<file path="config.mk">
export PLATFORM = sky130hd
export DESIGN_NAME = landing_scheduler_flat
export DESIGN_NICKNAME = d
export VERILOG_FILES = /design/src/rtl/landing_scheduler_if.sv /design/src/rtl/landing_scheduler.sv /design/src/flat_wrapper.sv
export SDC_FILE = /design/constraint.sdc
export NUM_CORES = 1
export LEC_CHECK = 0
export BUFFER_PORTS_ARGS = -buffer_cell sky130_fd_sc_hd__buf_2
export CAP_MARGIN = 20
export CORE_AREA = 5 5 65 61
export CTS_BUF_LIST = sky130_fd_sc_hd__clkbuf_8
export DETAILED_ROUTE_END_ITERATION = 12
export DIE_AREA = 0 0 70 66
export GPL_TIMING_DRIVEN = 0
export PLACE_DENSITY = 0.77
export SETUP_SLACK_MARGIN = 0.1
export SLEW_MARGIN = 20
export SYNTH_ARGS = -nofsm -noshare
export SYNTH_HDL_FRONTEND = slang
export SYNTH_SLANG_ARGS = --single-unit
</file>
<file path="constraint.sdc">
create_clock -name clk -period 5.8 [get_ports clk]
set_input_delay 0.58 -clock clk [delete_from_list [all_inputs] [get_ports clk]]
set_output_delay 0.58 -clock clk [all_outputs]
set_load 0.02 [all_outputs]
</file>
<file path="src/rtl/landing_scheduler_if.sv">
// Signal bundle between the board/tower side and the landing scheduler.
// The master drives run/mode requests; the slave (scheduler) drives the light-FSM controls.
interface landing_scheduler_if;
    logic       run_en;
    logic [1:0] wind_mode;
    logic       tower_req;
    logic [1:0] tower_mode;
    logic [1:0] mode;
    logic       step;
    logic       owner;
    logic       grant;
    logic       bad_mode;

    modport master (
        output run_en, wind_mode, tower_req, tower_mode,
        input  mode, step, owner, grant, bad_mode
    );

    modport slave (
        input  run_en, wind_mode, tower_req, tower_mode,
        output mode, step, owner, grant, bad_mode
    );
endinterface

</file>
<file path="src/rtl/landing_scheduler.sv">
// Runway landing-light scheduler: step-enable divider plus wind/tower mode arbitration on step boundaries.
// Optional tower ownership timeout is enabled by defining TOWER_TIMEOUT_EN.
module landing_scheduler #(
    parameter int TICK_DIV      = 50_000_000,
    parameter int MIN_DWELL     = 3,
    parameter int TOWER_TIMEOUT = 16
) (
    input  logic                clk,
    input  logic                reset,
    landing_scheduler_if.slave  bus
);
    localparam int TW = $clog2(TICK_DIV);
    localparam int DW = $clog2(MIN_DWELL + 1);
    localparam logic [TW-1:0] TICK_LAST = TW'(TICK_DIV - 1);
    localparam logic [DW-1:0] DWELL_MIN = DW'(MIN_DWELL);
    localparam logic [DW-1:0] DWELL_ONE = DW'(1);

    if (TICK_DIV < 2 || MIN_DWELL < 1 || TOWER_TIMEOUT < 1) begin : g_param_check
        $error("landing_scheduler: illegal parameter value");
    end

    typedef enum logic [1:0] {
        IDLE      = 2'd0,
        RUN_WIND  = 2'd1,
        RUN_TOWER = 2'd2
    } state_t;

    state_t        state, state_next;
    logic [TW-1:0] tick_cnt, tick_next;
    logic [DW-1:0] dwell_cnt, dwell_next;
    logic          owner_q, owner_next;
    logic [1:0]    mode_q, mode_next;
    logic          grant_q, grant_next;
    logic          bad_q, bad_next;

    logic          running;
    logic          step_now;
    logic          cand;
    logic          force_release;
    logic [1:0]    src_mode;

`ifdef TOWER_TIMEOUT_EN
    localparam int TTW = $clog2(TOWER_TIMEOUT + 1);
    localparam logic [TTW-1:0] TEN_LIMIT = TTW'(TOWER_TIMEOUT);

    logic [TTW-1:0] ten_cnt, ten_next, ten_inc;
    logic           lock_q, lock_next;
`endif

    // State register and all step-synchronous datapath registers.
    always_ff @(posedge clk or negedge reset) begin
        if (!reset) begin
            state     <= IDLE;
            tick_cnt  <= '0;
            dwell_cnt <= '0;
            owner_q   <= 1'b0;
            mode_q    <= 2'b00;
            grant_q   <= 1'b0;
            bad_q     <= 1'b0;
`ifdef TOWER_TIMEOUT_EN
            ten_cnt   <= '0;
            lock_q    <= 1'b0;
`endif
        end else begin
            // NOTE: non-blocking so every register samples the pre-edge values of the others.
            state     <= state_next;
            tick_cnt  <= tick_next;
            dwell_cnt <= dwell_next;
            owner_q   <= owner_next;
            mode_q    <= mode_next;
            grant_q   <= grant_next;
            bad_q     <= bad_next;
`ifdef TOWER_TIMEOUT_EN
            ten_cnt   <= ten_next;
            lock_q    <= lock_next;
`endif
        end
    end

    // Next-state and arbitration logic.
    always_comb begin
        // NOTE: every target gets a default first, so no path can infer a latch.
        state_next    = state;
        dwell_next    = dwell_cnt;
        owner_next    = owner_q;
        mode_next     = mode_q;
        grant_next    = 1'b0;
        bad_next      = bad_q;
        cand          = bus.tower_req;
        force_release = 1'b0;
        src_mode      = 2'b00;
`ifdef TOWER_TIMEOUT_EN
        ten_next      = ten_cnt;
        lock_next     = lock_q;
        ten_inc       = ten_cnt + 1'b1;
`endif

        if (step_now) begin
`ifdef TOWER_TIMEOUT_EN
            // After a forced release the tower is shut out until it drops its request on a step.
            if (lock_q) cand = 1'b0;
            force_release = owner_q && (ten_inc == TEN_LIMIT);
`endif
            if (force_release)
                owner_next = 1'b0;
            else if (cand != owner_q && dwell_cnt >= DWELL_MIN)
                owner_next = cand;

            if (owner_next != owner_q) begin
                grant_next = 1'b1;
                dwell_next = DWELL_ONE;
            end else if (dwell_cnt < DWELL_MIN) begin
                dwell_next = dwell_cnt + 1'b1;
            end

            src_mode = owner_next ? bus.tower_mode : bus.wind_mode;
            if (src_mode == 2'b11) begin
                mode_next = 2'b00;
                bad_next  = 1'b1;
            end else begin
                mode_next = src_mode;
            end
`ifdef TOWER_TIMEOUT_EN
            if (owner_next != owner_q)
                ten_next = '0;
            else if (owner_q)
                ten_next = ten_inc;

            if (force_release)
                lock_next = 1'b1;
            else if (!bus.tower_req)
                lock_next = 1'b0;
`endif
        end

        unique case (state)
            IDLE: begin
                if (bus.run_en) state_next = owner_q ? RUN_TOWER : RUN_WIND;
            end
            RUN_WIND, RUN_TOWER: begin
                if (!bus.run_en) state_next = IDLE;
                else             state_next = owner_next ? RUN_TOWER : RUN_WIND;
            end
            default: state_next = IDLE;
        endcase

        // The divider only advances while running and staying in a RUN state.
        if (running && bus.run_en)
            tick_next = step_now ? '0 : tick_cnt + 1'b1;
        else
            tick_next = '0;
    end

    // Output logic.
    always_comb begin
        running      = (state == RUN_WIND) || (state == RUN_TOWER);
        step_now     = running && (tick_cnt == TICK_LAST);
        bus.step     = step_now;
        bus.mode     = mode_q;
        bus.owner    = owner_q;
        bus.grant    = grant_q;
        bus.bad_mode = bad_q;
    end
endmodule

</file>
<file path="src/flat_wrapper.sv">
// flat-port wrapper written by rule: the top's interface ports become plain ports
module landing_scheduler_flat 
#(
    parameter int TICK_DIV      = 50_000_000,
    parameter int MIN_DWELL     = 3,
    parameter int TOWER_TIMEOUT = 16
)
  (clk, reset, bus_run_en, bus_wind_mode, bus_tower_req, bus_tower_mode, bus_mode, bus_step, bus_owner, bus_grant, bus_bad_mode);
  landing_scheduler_if bus_i ();
  input  logic clk;
  input  logic reset;
  input wire logic [$bits(bus_i.run_en)-1:0] bus_run_en;
  input wire logic [$bits(bus_i.wind_mode)-1:0] bus_wind_mode;
  input wire logic [$bits(bus_i.tower_req)-1:0] bus_tower_req;
  input wire logic [$bits(bus_i.tower_mode)-1:0] bus_tower_mode;
  output wire logic [$bits(bus_i.mode)-1:0] bus_mode;
  output wire logic [$bits(bus_i.step)-1:0] bus_step;
  output wire logic [$bits(bus_i.owner)-1:0] bus_owner;
  output wire logic [$bits(bus_i.grant)-1:0] bus_grant;
  output wire logic [$bits(bus_i.bad_mode)-1:0] bus_bad_mode;
  assign bus_i.run_en = bus_run_en;
  assign bus_i.wind_mode = bus_wind_mode;
  assign bus_i.tower_req = bus_tower_req;
  assign bus_i.tower_mode = bus_tower_mode;
  assign bus_mode = bus_i.mode;
  assign bus_step = bus_i.step;
  assign bus_owner = bus_i.owner;
  assign bus_grant = bus_i.grant;
  assign bus_bad_mode = bus_i.bad_mode;
  landing_scheduler #(.TICK_DIV(TICK_DIV), .MIN_DWELL(MIN_DWELL), .TOWER_TIMEOUT(TOWER_TIMEOUT)) u_core (.clk(clk), .reset(reset), .bus(bus_i));
endmodule
</file>
# After elaboration in Yosys (flattened, before gate mapping)
# Index checks and enable logic that the tools add are counted.
# Widths: inputs -> output; s select.
[op_classes]
add_sub_neg = 2
multipliers = 0
div = 0
order_cmp = 2
n_eq_ne = 7
shift = 0
muxes = 16
n_bitwise = 0
reduce_logical = 9
[ops]
columns = ["op", "n"]
rows = [
  ["$mux 26", 2],
  ["$add 26x1->26 const B", 1],
  ["$eq 26x26->1 const B", 1],
  ["$mux 2", 8],
  ["$mux 1", 5],
  ["$eq 2x2->1 const B", 2],
  ["$pmux 2 s2", 1],
  ["$reduce_and 2->1", 2],
  ["$logic_and 1x1->1", 3],
  ["$add 2x1->2 const B", 1],
  ["$eq 2x1->1 const B", 1],
  ["$ge 2x2->1 const B", 1],
  ["$logic_not 2->1", 1],
  ["$lt 2x2->1 const B", 1],
  ["$ne 1x1->1", 2],
  ["$ne 2x2->1 const B", 1],
  ["$reduce_bool 2->1", 1],
  ["$reduce_or 2->1", 1],
  ["$logic_or 1x1->1", 1],
]
[totals]
regBits = 35
latchBits = 0
ram_bits = 0
mem_bits_ro = 0
inputBits = 8
output_inout_bits = 6
wordCells = 43
mem_count = 0

# Logic depth before layout (Yosys ltp)
# Gate-level depths: netlist of the first run.
[depth]
ltp_word = 8
mapped_depth = 7
ltp_nobuf = 6

# Worst setup path after synthesis of the first run
# Ideal clock, no wire load.
[synth_path]
path_kind = "register -> output"
start = "register u_core.tick_cnt[0]"
end = "output port bus_step"
t_arrival_ns = 1.647
required_ns = 5.220
path_slack_ns = 3.573
stages_incl_launch_ff = 6
n_path_buf = 1
cell_sequence = "dfrtp_1 -> ha_1 -> and3_1 -> clkbuf_1 -> nand4_1 -> nor2_1"
[synth_via]
elab_chain_len = 2
[synth_lines]
columns = ["item", "line_no", "source"]
rows = [
  ["start: declaration", "landing_scheduler.sv:29", "logic [TW-1:0] tick_cnt, tick_next;"],
  ["start signal: assignment", "landing_scheduler.sv:67", "tick_cnt <= tick_next;"],
  ["$eq 26x26->1", "landing_scheduler.sv:157", "step_now = running && (tick_cnt == TICK_LAST);"],
  ["$logic_and 1x1->1", "landing_scheduler.sv:157", ""],
  ["end: declaration", "flat_wrapper.sv:17", "output wire logic [$bits(bus_i.step)-1:0] bus_step;"],
]
# Every way passes these cells.

# Worst setup path in the final report of the first run
[layout_path]
start = "register u_core.state[0]"
end = "output port bus_step"
[layout_via]
elab_chain_len = 3
elab_cells_between_ends = 4
cone_classes = "eq/ne: 2; reduce/logical: 2"
[layout_lines]
columns = ["item", "line_no", "source"]
rows = [
  ["start: declaration", "landing_scheduler.sv:28", "state_t state, state_next;"],
  ["start signal: assignment", "landing_scheduler.sv:66", "state <= state_next;"],
  ["$eq 2x1->1 or $eq 2x2->1 (tied branches)", "landing_scheduler.sv:156", "running = (state == RUN_WIND) || (state == RUN_TOWER);"],
  ["$logic_or 1x1->1 *", "landing_scheduler.sv:156", ""],
  ["$logic_and 1x1->1 *", "landing_scheduler.sv:157", ""],
]
# Every way passes the cells marked *; elsewhere a longest branch is shown, timed or not.

==> results by group, run 1 <==
Outcome
  – Status: completed

Logic synthesis
  – Seq/Total Area, Yosys: between 40% and 50%
  – Post-Syn Nets: 203
  – Ys flop type: dfrtp_1
  – Number of synthesized register bits: 35
  – Syn Area/Cell: between 9 and 10 µm²
  – Total of warnings raised by yosys: 0
  – Yosys cell types: 38
  – Post-synth EDFFs: 0
  – Asr flop ratio synth: 100%
  – Synth Instances: roughly 190
  – Synthesized area: ~1800 µm²

Floorplan
  – Core area: 3250 µm²
  – Rows: 20
  – Die span in y: roughly 66 µm
  – Die Area: about 4600 µm²
  – Initial Util: roughly 57%
  – Die Wd: around 70 µm
  – # IOs: 14

Setup path
  – Buf/Inv on CP: 2
  – CP max stage cell: nor2_1
  – Max incr delay on CP: ~500 ps
  – Crit Path Category: reg2out
  – CP cell instances: inv_1, ha_1, nor3b_1, nand4_1, nor2_1, buf_2
  – Critical path arrival: about 2400 ps
  – Top delay family on crit path: simple AND/OR/NAND/NOR gates
  – Worst setup EP type: output pin
  – Startpoint Class: register
  – Required time of the worst setup path: between 5000 and 6000 ps
  – Crit-path max FO: 7

Clock tree
  – Post-CTS setup buffers: 0
  – Clock Pin Slew Worst Setup and Hold Paths: 70 ps
  – H-tree levels: 2
  – Total CTS buffers: 5
  – CTS root buf: clkbuf_8
  – Hold bufs inserted after CTS: 0
  – CTS max path bufs: 2
  – Resize count post-CTS: 0
  – CTS tree: done
  – Clock sink count: 35
  – Clk Latency, worst-skew pair: 280 ps

GRT
  – Total congestion overflow: 0
  – First-pass GRT wire length: about 6.5 mm
  – Tot GR Track Use: between 10% and 20%
  – Vias in the first global route: around 1500
  – Initial antenna violation count: 0
  – Largest net degree at the start of global routing: 36

Drt
  – Antenna Violating Nets Remaining: 0
  – Initial detailed-routing violation count: between 100 and 150
  – DRC: 0
  – Avg WL per Cell: between 10 and 15 µm
  – Drt via density: just under 6
  – Via count of the routed design: 1477
  – Drt total wl: approximately 3.8 mm
  – Number of detailed-route iterations in the first pass: 4

Timing
  – Worst-margin pin slew: between 700 and 800 ps
  – Layout Skew: 4.04 ps
  – Hold Vio Cnt, Final: 0
  – Fmax achieved: about 340 MHz
  – Fin. max-slew vios: 0
  – Final period utilization: between 50% and 60%
  – Post-route minimum period: roughly 2900 ps
  – # setup viols final: 0
  – RSZ-0062 raised after global routing: false
  – Tightest slew margin relative to the limit: between 40% and 50%
  – Setup TNS: 0 ps

Placed design
  – Post-DP Area: around 2000 µm²
  – Final Wtd Congestion: approximately 0.87
  – Placed insts: around 250
  – DP HPWL: 2.78 mm
  – Port bufs: 13

Layout
  – Layout Cells excl Fill: 255
  – Ant diodes: 0
  – Area Overhead vs Synth: 11.2%
  – Nets: around 220
  – Share of layout cells above drive strength 1: 14.2%
  – Final Cell Area: 2060 µm²
  – Fillers: ~290

Power and ir drop
  – VDD IR max: ~0.18 mV
  – Leakage power figure: between 0.8 and 0.9 nW
  – PwrDens: 271 nW/µm²

Job
  – Max capacitance violation total: 0

Hold path
  – Hold Crit Class: in2async
## Yosys cell counts, drive strengths merged (2+ instances only)
cell type / n / area share [%]
a21oi: 10 / 2.7
and3: 3 / 1.0
buf: 4 / 1.1
clkbuf: 2 / 0.41
dfrtp: 35 / 47
ha: 4 / 2.7
inv: 10 / 2.0
mux2: 3 / 1.8
mux2i: 4 / 2.2
nand2: 9 / 1.8
nand3: 10 / 3.0
nand4: 7 / 2.4
nor2: 22 / 4.5
nor2b: 3 / 1.0
nor3: 4 / 1.1
nor4: 6 / 2.0
o211ai: 2 / 0.81
o21a: 2 / 0.81
o21ai: 5 / 1.4
o31ai: 6 / 2.4
or3: 4 / 1.4
or4: 8 / 3.2
xnor2: 11 / 5.2
xor2: 4 / 1.9
## flip-flops by register name (all words and copies together), names as in the netlist
name	count
u_core.bus.bad_mode	1
u_core.bus.grant	1
u_core.bus.mode	2
u_core.bus.owner	1
u_core.dwell_cnt	2
u_core.state	2
u_core.tick_cnt	26
## per-stage QoR
step	hold WS (ps)	total power [mW]	utilization (%)	setup WS, ps
final	373	0.558	63.2	2870
after detailed placement	439	0.386	60.5	3180
after global routing	433	0.586	63.2	2660
after global placement	433	0.375	60.5	3260
after floorplan	284	0.350	-	3570
after CTS	391	0.561	63.2	2880
## worst register-to-register path: stages, from the launching register on
cell and delay (ps):
dfrtp_1 370, inv_1 50, ha_1 320, nor3b_1 240, nand4_1 320, o21bai_1 590
buf_2 340, nor2_1 90
## report_power, final
| group | switching, mW | leakage, nW | internal [mW] | total (mW) |
|---|---|---|---|---|
| Clock | 0.0834 | 0.0470 | 0.0931 | 0.177 |
| Sequential | 0.0104 | 0.477 | 0.257 | 0.267 |
| Combinational | 0.0714 | 0.297 | 0.0432 | 0.115 |
| Total | 0.165 | 0.822 | 0.393 | 0.558 |
## per-layer routing
layer | GRT usage (%) | vias up | part of all wire [%]
met5 | 0 | - | 0
met4 | 5.02 | 0 | 1.1
met1 | 20.8 | 718 | 44
met3 | 4.56 | 7 | 3.3
met2 | 33.0 | 27 | 51
li1 | - | 725 | -
## cells in the final DEF (no fill, tap or decap), types with 2 or more instances in the layout
cell type	netlist	layout
clkbuf_8	0	6
nor2_1	22	22
mux2_2	3	3
o21a_1	2	2
a21oi_1	10	10
nor2b_1	3	3
nand2_1	9	9
o211ai_1	2	2
clkbuf_1	2	2
or4_1	8	8
xor2_1	4	4
nor4_1	6	6
nand4_1	7	7
inv_1	10	10
xnor2_1	11	11
ha_1	4	4
and3_1	3	3
mux2i_1	4	4
o31ai_1	6	6
buf_2	4	17
o21ai_0	5	5
or3_1	4	4
nand3_1	9	9
nor3_1	4	4
dfrtp_1	35	35
## cell type report
cell class              instances  area [µm²]  area share, %
multi-input cells             140         908           44.2
flip-flops and latches         35         876           42.6
clock buffers                   6        82.6           4.01
repair buffers                 13        65.1           3.16
well taps                      44        55.1           2.68
inverters                      10        37.5           1.82
plain buffers                   6        27.5           1.34
clock inverters                 1        5.00          0.243
## logic make-up after synthesis
group | Yosys count | synth area share (%)
muxes | 7 | 3.99
AOI/OAI and AO/OA | 31 | 10.8
and+or+nand+nor | 83 | 24.5
adders and majority gates | 4 | 2.71
xor gates and xnor gates | 15 | 7.10
DFF | 35 | 47.4
buffers and inverters | 16 | 3.52
## path summary, 6_finish.rpt
path                            slack, ps                              end                            start  cells past startpoint
worst max-delay path                 2870                         bus_step      u_core.state[0]$_DFFE_PN0P_                      6
worst min-delay path                  370  u_core.bus.bad_mode$_DFFE_PN0P_                            reset                      1
worst max register to register       3360     u_core.tick_cnt[6]$_DFF_PN0_      u_core.state[0]$_DFFE_PN0P_                      7
worst min register to register        450  u_core.bus.bad_mode$_DFFE_PN0P_  u_core.bus.bad_mode$_DFFE_PN0P_                      1
max in group asynchronous            4940    u_core.tick_cnt[19]$_DFF_PN0_                            reset                      1
min in group clk                      450  u_core.bus.bad_mode$_DFFE_PN0P_  u_core.bus.bad_mode$_DFFE_PN0P_                      1
Power figures use the tool's default switching activity.
==> inputs of run 2 (changes only) <==
CORE_AREA = 5 5 67 63   (was 5 5 65 61)
DIE_AREA = 0 0 72 68   (was 0 0 70 66)
PLACE_DENSITY = 0.76   (was 0.77)
clock period = 2.5 ns   (was 5.8 ns; I/O delays follow)
==> run 2 against run 1 <==
Net effect:
- clock-buffer cell count up 1
- non-clock buffer count up 6
- register-to-register slack worse by 3100 ps
- first-iteration DRC count up 7.1%
- worst setup slack worse by 2600 ps
- core utilization down 2.7 points
- clock power rose to 2.6 times the previous value
- sequential cell count unchanged
- critical path type unchanged
- cell count up 3.5%
- worst hold slack worse by 350 ps
- via count down 0.81%
==> results by group, run 2 (synthesis gave the netlist of run 1 again) <==
GRT
  – Vias in the first global route: 1434
  – Tot GR Track Use: 17.3%
  – Largest net degree at the start of global routing: 36
  – Initial antenna violation count: 0
  – First-pass GRT wire length: approximately 6.4 mm
  – Total congestion overflow: 0

Floorplan
  – Initial Util: a little over half
  – # IOs: 14
  – Rows: 21
  – Die Area: 4900 µm²
  – Core area: between 3000 and 4000 µm²
  – Die span in y: between 60 and 70 µm
  – Die Wd: slightly above 70 µm

Drt
  – Via count of the routed design: about 1500
  – Antenna Violating Nets Remaining: 0
  – DRC: 0
  – Drt via density: about 5.5
  – Avg WL per Cell: ~14 µm
  – Drt total wl: ~3.7 mm
  – Initial detailed-routing violation count: 121
  – Number of detailed-route iterations in the first pass: 4

Clock tree
  – CTS root buf: clkbuf_8
  – Hold bufs inserted after CTS: 0
  – Clk Latency, worst-skew pair: slightly below 300 ps
  – Clock sink count: 35
  – H-tree levels: 2
  – CTS max path bufs: 2
  – CTS tree: done
  – Clock Pin Slew Worst Setup and Hold Paths: around 70 ps
  – Total CTS buffers: 5

Layout
  – Sequential cell area: approximately 880 µm²
  – Most common cell after layout, fill and taps aside: dfrtp_1
  – Biggest register: u_core.tick_cnt
  – Area Overhead vs Synth: 15.3%
  – Post-layout util: around three fifths
  – Nets: ~230
  – Multi-input combinational cell area: about 900 µm²
  – Ant diodes: 0
  – Share of layout cells above drive strength 1: around 18%
  – Fillers: about 330
  – Largest register FFs: 26
  – Commonest non-fill, non-tap cells in the layout: dfrtp_1, nor2_1, buf_2

Power and ir drop
  – Gate power share: a little under a fifth
  – PwrDens: ~620 nW/µm²
  – Pwr Total: between 1 and 1.5 mW
  – Sw Share: 28.8%
  – Sequential Power Share: a little under half
  – Clk pwr share: between 30% and 40%
  – Psw: roughly 380 µW
  – Cell internal pwr: 949 µW
  – VDD IR max: between 0.4 and 0.5 mV
  – Leakage power figure: about 0.86 nW

Timing
  – Fmax achieved: between 400 and 500 MHz
  – Final period utilization: between 80% and 90%
  – Tightest slew margin relative to the limit: between 40% and 50%
  – RSZ-0062 raised after global routing: false
  – Worst-margin pin slew: 756 ps
  – Post-route minimum period: between 2000 and 2500 ps
  – # setup viols final: 0
  – Layout Skew: 5.19 ps
  – Fin. max-slew vios: 0
  – Hold Vio Cnt, Final: 0
  – Setup WS post-layout: approximately 280 ps
  – Setup TNS: 0 ps

Setup path
  – Worst setup EP type: output pin
  – Critical R2R Launch: u_core.tick_cnt[0]$_DFF_PN0_
  – Crit-path max FO: 5
  – Critical Path End: bus_step
  – Crit Path Category: reg2out
  – Required time of the worst setup path: between 2000 and 2500 ps
  – Critical path arrival: slightly below 2000 ps
  – CP startpoint: u_core.tick_cnt[0]$_DFF_PN0_
  – R2R depth: 6
  – Startpoint Class: register
  – FF-to-FF End: u_core.tick_cnt[20]$_DFF_PN0_
  – FF-to-FF setup slack: between 200 and 300 ps

Placed design
  – DP HPWL: roughly 2.5 mm
  – Port bufs: 13
  – Post-place setup slack: around 120 ps
  – Final Wtd Congestion: approximately 0.78

Outcome
  – Status: completed

Job
  – Max capacitance violation total: 0

Hold path
  – Hold Crit Class: in2async
[run 2: cell types whose count changed in the layout (fill, tap and decap cells not counted)]
cell and delta:
buf_4 +6, clkbuf_8 +1, clkinv_2 -1, clkinvlp_4 +1, nor2_1 -1, nor2_4 +1, o21bai_1 -1, o21bai_2 +1
[run 2: area by class of cell]
class / count / area share [%]
plain buffers: 6 / 1.29
clock buffers: 7 / 4.52
clock inverters: 1 / 0.352
inverters: 10 / 1.76
multi-input cells: 140 / 43.1
flip-flops and latches: 35 / 41.1
well taps: 46 / 2.70
repair buffers: 19 / 5.16
[run 2: power by group through the flow]
stage / Clock, mW / Sequential [mW] / Combinational, mW
final: 0.456 / 0.620 / 0.256
after CTS: 0.469 / 0.620 / 0.259
after global routing: 0.492 / 0.625 / 0.293
after global placement: 0 / 0.629 / 0.256
after floorplan: 0 / 0.625 / 0.187
after detailed placement: 0 / 0.631 / 0.259
[run 2: metrics by stage]
step,cell area (µm²),hold WS (ps),instances
floorplan,1850,-45.6,191
global placement,1970,369,250
detailed placement,1970,373,250
CTS,2080,59.3,258
global route,2130,102,264
finish,2130,27.3,264
[run 2: critical path, cell delays in order (launching register included)]
cell and delay [ps]:
dfrtp_1 390, ha_1 210, and3_1 160, clkbuf_1 250, nand4_1 260, nor2_4 220, buf_2 190
[run 2: per-layer routing]
metal  track usage (%)  routed length [µm]  share of wire, %  vias up
li1                  -                   -                 -      738
met1              22.0                1760                48      700
met2              28.0                1750                48       22
met3              3.52                 108               2.9        5
met4              9.15                  68               1.8        0
met5                 0                   0                 0        -
[run 2: what timing repair did]
| item | in CTS | in global routing |
|---|---|---|
| setup endpoints to repair | 1 | 21 |
| setup buffers | 0 | 6 |
| pin swaps | 0 | 3 |
| resized for setup | 1 | 2 |
[run 2: how the worst min path moves through the flow]
stage / from / to / slack [ps] / depth (start not counted)
floorplan: reset / u_core.bus.bad_mode$_DFFE_PN0P_ / -50 / 0
global placement: reset / u_core.state[0]$_DFFE_PN0P_ / 370 / 1
detailed placement: reset / u_core.state[0]$_DFFE_PN0P_ / 370 / 1
CTS: reset / u_core.tick_cnt[24]$_DFF_PN0_ / 60 / 1
global route: reset / u_core.tick_cnt[11]$_DFF_PN0_ / 100 / 1
finish: reset / u_core.state[1]$_DFFE_PN0P_ / 30 / 1
